`config.mk`:
```
export PLATFORM = sky130hd
export DESIGN_NAME = uart_rx
export DESIGN_NICKNAME = d
export VERILOG_FILES = /design/src/rtl/uart_rx.sv
export VERILOG_INCLUDE_DIRS = /design/src /design/src/rtl
export SDC_FILE = /design/constraint.sdc
export NUM_CORES = 1
export LEC_CHECK = 0
export CAP_MARGIN = 10
export CORE_MARGIN = 4
export CORE_UTILIZATION = 30
export DETAILED_ROUTE_END_ITERATION = 6
export REMOVE_ABC_BUFFERS = 1
export SETUP_SLACK_MARGIN = 0.4
export SLEW_MARGIN = 20
export SYNTH_ARGS = -nofsm -noshare
export SYNTH_HDL_FRONTEND = slang
export SYNTH_SLANG_ARGS = --single-unit
```
`constraint.sdc`:
```
create_clock -name clk -period 5.67 [get_ports clk]
set_input_delay 0.8505 -clock clk [delete_from_list [all_inputs] [get_ports clk]]
set_output_delay 0.8505 -clock clk [all_outputs]
set_load 0.02 [all_outputs]
```
`src/rtl/uart_defs.svh`:
```
// Shared UART definitions: data/baud/frame widths and receiver state encoding.
// Used by both the receiver and the transmitter of the UART pair.
// No logic; constants and types only.
`ifndef UART_DEFS_SVH
`define UART_DEFS_SVH

package uart_pkg;

    localparam int UART_DATA_SIZE       = 8;
    localparam int UART_BAUD_DIV_SIZE   = 16;
    localparam int UART_FRAME_BIT_COUNT = 4;

    // Receiver FSM encoding, kept as plain constants for legacy tools.
    typedef logic [2:0] type_uart_rx_states_e;

    localparam type_uart_rx_states_e UART_RX_IDLE      = 3'd0;
    localparam type_uart_rx_states_e UART_RX_START     = 3'd1;
    localparam type_uart_rx_states_e UART_RX_DATA      = 3'd2;
    localparam type_uart_rx_states_e UART_RX_STOP      = 3'd3;
    localparam type_uart_rx_states_e UART_RX_WAIT_IDLE = 3'd4;

endpackage

`endif

```
`src/rtl/uart_rx.sv`:
```
// UART receiver: 8N1/8N2 frames, mid-bit sampling with a programmable divider.
// Latency: valid_o rises 1 cycle after the last stop-bit sample (+2 sync cycles).
// Backpressure: one-byte holding register; a byte completing while it is full
// and not being consumed is dropped and overrun_o pulses.
//
// Ports:
//   clk, rst_n      clock, async active-low reset
//   rx_pin_i        serial line (async, idle high)
//   baud_div_i      clk cycles per bit (>= 4), sampled at every reload
//   two_stop_bits   1: check two stop bits, 0: one
//   ready_i         consumer takes rx_data_o when valid_o is high
//   rx_data_o       received byte, stable while valid_o
//   valid_o         rx_data_o holds an unconsumed byte
//   frame_err_o     1-cycle pulse: a stop bit sampled low
//   overrun_o       1-cycle pulse: byte dropped because holding reg was full
`include "uart_defs.svh"

module uart_rx
    import uart_pkg::*;
(
    input  logic                          clk,
    input  logic                          rst_n,
    input  logic                          rx_pin_i,
    input  logic [UART_BAUD_DIV_SIZE-1:0] baud_div_i,
    input  logic                          two_stop_bits,
    input  logic                          ready_i,
    output logic [UART_DATA_SIZE-1:0]     rx_data_o,
    output logic                          valid_o,
    output logic                          frame_err_o,
    output logic                          overrun_o
);

    logic                            rx_meta;
    logic                            rx_sync;
    type_uart_rx_states_e            state;
    logic [UART_BAUD_DIV_SIZE-1:0]   sample_cnt;
    logic [UART_FRAME_BIT_COUNT-1:0] bit_cnt;
    logic [UART_DATA_SIZE-1:0]       shifter;

    logic cnt_hit;
    logic last_stop;
    logic byte_done;
    logic stop_bad;

    // Two-flop synchronizer; resets to the idle (high) line level.
    always_ff @(posedge clk or negedge rst_n) begin
        if (!rst_n) begin
            rx_meta <= 1'b1;
            rx_sync <= 1'b1;
        end else begin
            rx_meta <= rx_pin_i;
            rx_sync <= rx_meta;
        end
    end

    assign cnt_hit   = (sample_cnt == UART_BAUD_DIV_SIZE'(1));
    // In STOP, bit_cnt counts stop bits already sampled high.
    assign last_stop = !two_stop_bits || (bit_cnt == UART_FRAME_BIT_COUNT'(1));
    assign byte_done = (state == UART_RX_STOP) && cnt_hit && rx_sync && last_stop;
    assign stop_bad  = (state == UART_RX_STOP) && cnt_hit && !rx_sync;

    always_ff @(posedge clk or negedge rst_n) begin
        if (!rst_n) begin
            state      <= UART_RX_IDLE;
            sample_cnt <= '0;
            bit_cnt    <= '0;
            shifter    <= '0;
        end else begin
            case (state)
                UART_RX_IDLE: begin
                    // Half a bit period lands the first sample mid start bit.
                    if (!rx_sync) begin
                        sample_cnt <= baud_div_i >> 1;
                        state      <= UART_RX_START;
                    end
                end
                UART_RX_START: begin
                    if (cnt_hit) begin
                        if (!rx_sync) begin
                            sample_cnt <= baud_div_i;
                            bit_cnt    <= '0;
                            state      <= UART_RX_DATA;
                        end else begin
                            state <= UART_RX_IDLE;
                        end
                    end else begin
                        sample_cnt <= sample_cnt - 1'b1;
                    end
                end
                UART_RX_DATA: begin
                    if (cnt_hit) begin
                        shifter    <= {rx_sync, shifter[UART_DATA_SIZE-1:1]};
                        sample_cnt <= baud_div_i;
                        if (bit_cnt == UART_FRAME_BIT_COUNT'(UART_DATA_SIZE - 1)) begin
                            bit_cnt <= '0;
                            state   <= UART_RX_STOP;
                        end else begin
                            bit_cnt <= bit_cnt + 1'b1;
                        end
                    end else begin
                        sample_cnt <= sample_cnt - 1'b1;
                    end
                end
                UART_RX_STOP: begin
                    if (cnt_hit) begin
                        if (!rx_sync) begin
                            state <= UART_RX_WAIT_IDLE;
                        end else if (last_stop) begin
                            state <= UART_RX_IDLE;
                        end else begin
                            bit_cnt    <= bit_cnt + 1'b1;
                            sample_cnt <= baud_div_i;
                        end
                    end else begin
                        sample_cnt <= sample_cnt - 1'b1;
                    end
                end
                UART_RX_WAIT_IDLE: begin
                    // Ride out a break: no new frame until the line returns high.
                    if (rx_sync) begin
                        state <= UART_RX_IDLE;
                    end
                end
                default: state <= UART_RX_IDLE;
            endcase
        end
    end

    // Holding register: a new byte is accepted only into an empty or
    // simultaneously drained slot, so rx_data_o never changes under valid_o.
    always_ff @(posedge clk or negedge rst_n) begin
        if (!rst_n) begin
            rx_data_o   <= '0;
            valid_o     <= 1'b0;
            frame_err_o <= 1'b0;
            overrun_o   <= 1'b0;
        end else begin
            frame_err_o <= stop_bad;
            overrun_o   <= byte_done && valid_o && !ready_i;
            if (byte_done && (!valid_o || ready_i)) begin
                rx_data_o <= shifter;
                valid_o   <= 1'b1;
            end else if (ready_i) begin
                valid_o <= 1'b0;
            end
        end
    end

endmodule

```
==> results.md <==
- YS warnings: 0
- Ports: 32
- Fin cells: 375
- Main synth FF type: dfrtp_1
- Port bufs: 31
- Row Count: 32
- Yosys top cell area share: 42.3%
- Post-Syn Area: 2480 sq um
- Worst Path Required: 5860 ps
- Avg WL per Cell: 16.7 microns
- DRC viols: 0
- Die Span X: 99.0 microns
- Via/cell ratio: 5.51
- WHS Endpoint: rx_sync
- Clock group share of total power: 31.5%
- Clock transition at the registers of the reported paths: 90 ps
- Synth Area per Inst: 9.90 sq um
- Slew @ Worst Pin: 980 ps
- Via count: 2,066
- P per Cell Area: 271 nW/um^2
- First-iteration detailed-routing DRC count: 144
- Peak supply drop: 0.000113 V
- Register area share after synthesis: 44.4%
- Commonest cells in the netlist: dfrtp_1 (42), o21ai_0 (21), nor2_1 (19)
- Clock latency on the worst-skew pair: 300 ps
- Number of synthesized flops with an enable pin: 0
- Unrepaired setup endpoints after global routing: no
- Crit. End Element: flop
- Placer Congestion: 0.808
- Worst Hold Launch: rx_meta
- Critical Path, Cell by Cell: inv_1 > ha_1 > or4b_1 > nor3_1 > nand2_1 > nor4b_4 > mux2_2
- Antenna violation net count after detailed routing: 0
- Final Max Tran Viols: 0
- Core box area: 7890 sq um
- Count of cell types in the netlist: 56
- Critical Path Fanout Max: 8
- TNS Setup: 0 ps
- Initial Utilization: 31.5%
- Clock Skews: 6.71 ps
- Total track usage: 13.2%
- Post-DP HPWL: 4.28 mm
- Layout cell share with drive strength beyond 1: 14.7%
- Reg2reg end: shifter[0]
- Pint: 559 uW
- Max Fclk: 0.297 GHz
- Fin Hold WS: 365 ps
- Relative slew slack: 34.4%
- Setup Crit Path Kind: flop to flop
- Post-CTS Resized: 0
- Final Hold Fails: 0
- Register bit total from synthesis: 44
- Crit-path max cell delay: 730 ps
- Diode count: 0
- Minimum clock period: 3370 ps
- Clk buf depth: 2
- DRT Pass-1 Iters: 4
- Fin crit share: 59.4%
- Cells after Synth: 251
- Switch Pwr: 246 uW
- Vias in the first global route: 2,016
- Hold Crit Depth: 0
- Area grow syn2layout: 19.7%
- Chip height: 99.0 microns
- Pin count of the biggest net entering global routing: 45
- Class of the worst hold path: flop to flop
- TritonCTS clock tree: yes
- Status: finished, final reports clean
- Synth async-reset ratio: 100%
- Path depth of the worst reg2reg path: 7
- CP Launch Type: flop
- # hold bufs at CTS: 0
- Clk sinks: 44
- Layout Utilization: 37.7%
- Final nets: 297
- Worst R2R Start: sample_cnt[1]
- Sw frac: 30.6%
- TritonCTS buffer count: 5
- Sequential share of power: 49.9%
- Worst R2R Setup Slack: 2300 ps
- Post CTS Setup Buffer Count: 0
- Post-synth top area cell: dfrtp_1
- Gr ovfl total: 0
- CP max-delay cell: nor3_1
- Setup violators final: 0
- Top-count cell post-synth: dfrtp_1
- Most area-consuming cells after synthesis: dfrtp_1 (42%), mux2_2 (7.3%), o21ai_0 (4.2%), nor2_1 (2.9%), clkbuf_1 (2.3%)
- Placed instance count: 367
- Comb pwr share: 18.7%
- Initial antenna violation count: 0
- WP data arrival: 3560 ps
- H-tree Lvls: 2
- First-pass GRT wire length: 10.6 mm
- Leak Pwr: 1.21 nW
- Wirelength, routed: 6.25 mm
- Die area: 9800 sq um
- Root Buffer: clkbuf_8
- Max cap viols: 0
[critical path: cells and delay by family (launching register included)]
family                   cells  cell delay (ps)
adder cells (fa/ha/maj)      1              140
multiplexers                 1              400
AND/OR/NAND/NOR              4             2230
flip-flops                   1              390
buffers and inverters        1              100
[power groups by stage]
stage / Clock, mW / Sequential [mW] / Combinational (mW)
floorplan: 0 / 0.392 / 0.104
global placement: 0 / 0.406 / 0.150
detailed placement: 0 / 0.405 / 0.151
CTS: 0.258 / 0.400 / 0.151
global route: 0.271 / 0.408 / 0.171
finish: 0.253 / 0.401 / 0.150
[per-layer routing]
metal / part of all wire, % / vias to the layer above / global-route usage (%)
met1: 50 / 1014 / 20.0
met2: 45 / 52 / 18.6
met5: 0 / - / 0
li1: - / 993 / -
met4: 1.1 / 0 / 4.10
met3: 4.2 / 7 / 2.97
[worst max path at each step]
stage | start | cells past startpoint | endpoint | slack [ps]
after floorplan | sample_cnt[1] | 6 | sample_cnt[14] | 1760
after global placement | sample_cnt[1] | 7 | shifter[5] | 2380
after detailed placement | sample_cnt[1] | 7 | shifter[2] | 2320
after CTS | sample_cnt[1] | 7 | shifter[0] | 2310
after global routing | sample_cnt[1] | 7 | shifter[2] | 2000
final | sample_cnt[1] | 7 | shifter[0] | 2300
[registers in the layout, indices dropped and copies added (netlist names)]
signal	cells
bit_cnt	4
frame_err_o	1
overrun_o	1
rx_data_o	8
rx_meta	1
rx_sync	1
sample_cnt	16
shifter	8
state	3
valid_o	1
[through the flow]
stage	power [mW]	instance area [sq um]	worst slack (ps)
finish	0.805	2970	2300
global route	0.851	2970	2000
CTS	0.809	2970	2310
detailed placement	0.556	2850	2320
global placement	0.556	2850	2380
floorplan	0.496	2400	1760
[cells in the final DEF, fill, tap and decap left out, types with 7 or more instances in the layout]
cell type / n
or3_1: 7
dfrtp_1: 42
o21ai_0: 21
mux2_2: 16
nor2_1: 19
nand2_1: 12
a21oi_1: 7
nor3_1: 11
a211oi_1: 7
clkdlybuf4s50_1: 30
[cell families after synthesis]
kind of cell    after synthesis  share of synthesized area, %
fa+ha+maj                     4                          2.01
mux                          21                          9.67
compound gates               72                          19.5
flops                        44                          44.4
simple gates                 86                          20.1
buf+inv                      24                          4.28
[layout make-up]
| cell class | count | area (sq um) |
|---|---|---|
| fill | 792 | 4910 |
| multi-input combinational | 183 | 1280 |
| sequential | 44 | 1100 |
| timing repair buffer | 33 | 323 |
| tap | 102 | 128 |
| clock buffer | 5 | 68.8 |
| clock inverter | 3 | 47.5 |
| inverter | 5 | 18.8 |
(Power assumes the default switching activity.)
